--- src/rtl/spi_ram_burst.sv ---
// spi_ram_burst: opcode-driven RAM behind an SPI slave, with burst auto-increment and command sequencing
// Ports:
//   clk, rst         single clock, synchronous active-high reset
//   rx_valid, din    command word: din[MEM_WIDTH+1:MEM_WIDTH] opcode, din[MEM_WIDTH-1:0] payload
//   dout, tx_valid   registered read data and its one-cycle valid pulse
//   seq_err          one-cycle pulse: data command not allowed in the current state
//   addr_err         one-cycle pulse: address payload outside the memory
module spi_ram_burst #(
    parameter int MEM_WIDTH = 8,
    parameter int MEM_DEPTH = 256,
    parameter int ADDR_SIZE = $clog2(MEM_DEPTH),
    parameter int AUTO_INC  = 1
) (
    input  logic                 clk,
    input  logic                 rst,
    input  logic                 rx_valid,
    input  logic [MEM_WIDTH+1:0] din,
    output logic [MEM_WIDTH-1:0] dout,
    output logic                 tx_valid,
    output logic                 seq_err,
    output logic                 addr_err
);
    typedef enum logic [1:0] {IDLE, WR_ARMED, RD_ARMED} state_t;
    // one spare bit so MEM_DEPTH itself is representable when it equals 2**MEM_WIDTH
    localparam logic [MEM_WIDTH:0]   DEPTH_W = (MEM_WIDTH+1)'(MEM_DEPTH);
    localparam logic [ADDR_SIZE-1:0] LAST    = ADDR_SIZE'(MEM_DEPTH - 1);
    logic [MEM_WIDTH-1:0] mem [MEM_DEPTH];
    state_t               state;
    logic [ADDR_SIZE-1:0] addr_wr, addr_rd, next_wr, next_rd;
    logic [1:0]           op;
    logic [MEM_WIDTH-1:0] payload;
    logic                 addr_ok, wr_en;
    always_comb begin
        op      = din[MEM_WIDTH+1:MEM_WIDTH];
        payload = din[MEM_WIDTH-1:0];
        // a full-width compare also rejects any set bit above the address field
        addr_ok = {1'b0, payload} < DEPTH_W;
        next_wr = AUTO_INC == 0 ? addr_wr : (addr_wr == LAST ? '0 : addr_wr + 1'b1);
        next_rd = AUTO_INC == 0 ? addr_rd : (addr_rd == LAST ? '0 : addr_rd + 1'b1);
        wr_en   = !rst && rx_valid && op == 2'b01 && state == WR_ARMED;
    end
    // memory is deliberately left out of reset
    always_ff @(posedge clk) begin
        if (wr_en) mem[addr_wr] <= payload;
    end
    always_ff @(posedge clk) begin
        if (rst) begin
            state    <= IDLE;
            addr_wr  <= '0;
            addr_rd  <= '0;
            dout     <= '0;
            tx_valid <= 1'b0;
            seq_err  <= 1'b0;
            addr_err <= 1'b0;
        end else begin
            tx_valid <= 1'b0;
            seq_err  <= 1'b0;
            addr_err <= 1'b0;
            if (rx_valid) begin
                case (op)
                    2'b00: begin
                        if (addr_ok) begin
                            addr_wr <= payload[ADDR_SIZE-1:0];
                            state   <= WR_ARMED;
                        end else addr_err <= 1'b1;
                    end
                    2'b01: begin
                        if (state == WR_ARMED) addr_wr <= next_wr;
                        else seq_err <= 1'b1;
                    end
                    2'b10: begin
                        if (addr_ok) begin
                            addr_rd <= payload[ADDR_SIZE-1:0];
                            state   <= RD_ARMED;
                        end else addr_err <= 1'b1;
                    end
                    default: begin
                        if (state == RD_ARMED) begin
                            dout     <= mem[addr_rd];
                            tx_valid <= 1'b1;
                            addr_rd  <= next_rd;
                        end else seq_err <= 1'b1;
                    end
                endcase
            end
        end
    end
endmodule
--- config.mk ---
export PLATFORM = sky130hd
export DESIGN_NAME = spi_ram_burst
export DESIGN_NICKNAME = d
export VERILOG_FILES = /design/src/rtl/spi_ram_burst.sv
export SDC_FILE = /design/constraint.sdc
export NUM_CORES = 2
export LEC_CHECK = 0
export ABC_AREA = 1
export BUFFER_PORTS_ARGS = -buffer_cell sky130_fd_sc_hd__buf_2
export CAP_MARGIN = 20
export CORE_UTILIZATION = 27
export CTS_CLUSTER_SIZE = 12
export DETAILED_ROUTE_END_ITERATION = 8
export PLACE_DENSITY = 0.51
export REMOVE_ABC_BUFFERS = 1
export SLEW_MARGIN = 20
export SYNTH_ARGS = -nofsm -noshare
export SYNTH_HDL_FRONTEND = slang
export SYNTH_SLANG_ARGS = --single-unit
--- constraint.sdc ---
create_clock -name clk -period 4.6 [get_ports clk]
set_clock_uncertainty 0.2 [all_clocks]
set_input_delay 0.69 -clock clk [delete_from_list [all_inputs] [get_ports clk]]
set_output_delay 0.69 -clock clk [all_outputs]
set_load 0.05 [all_outputs]
==> metrics.cfg <==
[placement]
dp_worst_setup_slack_ps=518
dpl_cell_area_sq_um=92300
port_buffers=22
finalWeightedCongestion=0.846
placed_cells_incl_taps=11700
hpwl_um=147000

[clock_tree]
clock_tree_from_tritoncts=built
htree_num_levels=4
post_cts_setup_driven_buffer_insertion_count=0
clock-sinks=2076
post_cts_resized=0
clk_pin_slew_worst_paths_ps=60
clock_latency_ps=870
cts.path.max_buffers=3
cts_hold_buffers=1
cts-buffers-inserted=218
root_buffer=clkbuf_16

[worst_setup_path]
worst_setup_path_start_kind=input port
regToRegEndpoint=dout[3]$_SDFFE_PP0P_
critPathTopFamily=buffers and inverters
cp-startpoint=rx_valid
cp_max_fo=8
cp.depth=14
cp_data_required_time_ps=4950
worst_ep_arrival_time_ps=3910
worst_setup_path_end_kind=flip-flop
max_stage_delay_ps=590
worst_r2r_path_depth=13
cp.buffers_inverters=9
worst_setup_endpoint=mem[6][6]$_DFFE_PP_
crit_path_frequent_cell=buf_4
timing.critical_path.cells=dlygate4sd3_1, buf_2, inv_1, nor2_1, inv_1, nor3_2, buf_4, inv_1, nor2_1, nand2_2, buf_4, buf_4, nor2_1, buf_4
cp_slowest_cell=dlygate4sd3_1
worst-r2r-setup-slack_ps=1090
worst_r2r_startpoint=addr_rd[0]$_SDFFE_PP0P_
crit_type=input port to flip-flop

[power]
powerDensity_nw_per_um2=403
total_power_uw=39800
irDropWorstVdd_v=0.000332
total_leakage_power_uw=0.0348

[worst_hold_path]
timing.hold.worst.class=input port to flip-flop

[global_route]
global_route.overflow_total=0
grt_use_total=0.154
grt_pass1_vias=56300
maximum_number_of_pins_on_one_net_before_global_route_repair=154
first_pass_grt_wire_length_um=376000
grt_antenna_before_repair=3

[timing]
timing.final.hold_violations=0
period_minus_slack_ps=3560
achievable-frequency_ghz=0.281
final_setup_vio_count=0
grt_setup_unrepaired=no
final_worst_path_cycle_share=0.774
slew_headroom=0.216
final_max_slew_viol_count=0
tightestPinTransition_ps=1180
timing.final.ws_setup_ps=1040

[synth]
synth_top_area_share=0.708
synth_cells=7685
number_of_warnings_issued_by_yosys=0
synth-seq-cells=2076
yosys.cell_types.count=32
synth.top_cells.by_area=edfxtp_1, nand2_1, nand3_1
yosys.area.top_type=edfxtp_1
yosysSeqAreaShare=0.714
synth.cell_area_sq_um=86900
synth.avg_cell_area_sq_um=11.3

[drt]
wire_per_inst_um=21.0
drtIter0Drc=5575
remaining_drc_errors=0
postRouteWirelength_um=254000
drt_pre_antenna_iters=6
routed_via_density=4.71
via_count=57000
drtAntennaViolNets=0

[cells_and_area]
layout.nets=7669
layout.cells.most_common_list=edfxtp_1, nand2_1, nand3_1
layout_commonest_cell=edfxtp_1
layout.cells.non_filler=12100
final_layout_size_suffix_gt1_frac=0.0855
finalInstanceArea_sq_um=98900
flow.area_growth_from_synthesis_pct=13.8

[floorplanning]
starting_utilization_of_the_core_area=0.272
floorplan.die.width_um=569
top_level_ports=24
die_area_sq_um=324000
coreArea_sq_um=319000
die-height_um=569
placement_rows=207

[status]
status=finished clean

[run]
cap_violations=0

==> routing by layer <==
layer  GRT usage  vias up  share of wire
met2       0.252     1854           0.47
met3      0.0209      376          0.059
met4      0.0455        0          0.029
li1            -    26400              -
met1       0.212    28400           0.44
met5           0        -              0
==> cells in the mapped netlist <==
| master | instances |
|---|---|
| nor3_1 | 8 |
| dfxtp_1 | 28 |
| nor3_2 | 1 |
| buf_1 | 66 |
| nand2_1 | 1857 |
| ha_1 | 9 |
| inv_2 | 4 |
| inv_1 | 534 |
| nand3_1 | 1343 |
| nand2_2 | 12 |
| buf_6 | 10 |
| o21ai_1 | 4 |
| nor2_1 | 703 |
| nor4_1 | 1 |
| nand3b_1 | 1 |
| a211oi_1 | 3 |
| buf_2 | 206 |
| o21ai_0 | 284 |
| a21oi_1 | 51 |
| xor2_1 | 3 |
| a31oi_1 | 2 |
| clkinv_1 | 4 |
| buf_8 | 3 |
| edfxtp_1 | 2048 |
| or2_2 | 133 |
| clkbuf_1 | 156 |
| o211ai_1 | 152 |
| o32ai_1 | 1 |
| buf_4 | 45 |
| conb_1 | 1 |
| inv_4 | 1 |
| a221oi_1 | 11 |
==> power breakdown <==
group	total (uW)	switching (uW)	internal (uW)
Combinational	2490	1900	585
Sequential	20800	21.6	20800
Clock	16600	7310	9240
Total	39800	9240	30600
==> kinds of logic after synthesis <==
group                      synth area share
buffers and inverters                0.0506
AOI/OAI and AO/OA                    0.0343
and+or+nand+nor                       0.199
other                             0.0000432
xor gates and xnor gates           0.000302
adders and majority gates           0.00130
DFF                                   0.714
==> metrics by stage <==
stage	TNS, ps	util	hold slack, ps
global route	0	0.310	30.3
finish	0	0.310	63.0
detailed placement	0	0.289	286
global placement	0	0.289	257
floorplan	-478180	-	246
CTS	0	0.310	7.94
==> sequential cells by signal (all words and copies together) (netlist names) <==
| register | cells |
|---|---|
| dout | 8 |
| addr_rd | 8 |
| state | 2 |
| seq_err | 1 |
| tx_valid | 1 |
| addr_wr | 8 |
| mem | 2048 |
==> worst register-to-register path, delay by kind of cell (launching register included) <==
kind          cells  cell delay (ps)
flops             1              560
buf+inv           2             1260
simple gates     11             1380
==> area by class of cell <==
class	count	area (sq um)
Timing Repair Buffer	228	2310
Fill cell	32400	220000
Antenna cell	1	2.50
Clock inverter	118	920
Multi-Input combinational cell	4580	20400
Tap cell	4284	5360
Inverter	543	2070
Clock buffer	271	5680
Sequential cell	2076	62100
==> worst min path at each step <==
stage,startpoint,end,slack [ps],cells past startpoint
floorplan,state[0]$_SDFFE_PP0P_,state[0]$_SDFFE_PP0P_,250,2
global placement,state[0]$_SDFFE_PP0P_,state[0]$_SDFFE_PP0P_,260,2
CTS,din[6],mem[43][6]$_DFFE_PP_,8,1
detailed placement,state[1]$_SDFFE_PP0P_,state[1]$_SDFFE_PP0P_,290,2
finish,din[6],mem[43][6]$_DFFE_PP_,60,1
global route,din[6],mem[43][6]$_DFFE_PP_,30,1
(Power assumes the default switching activity.)
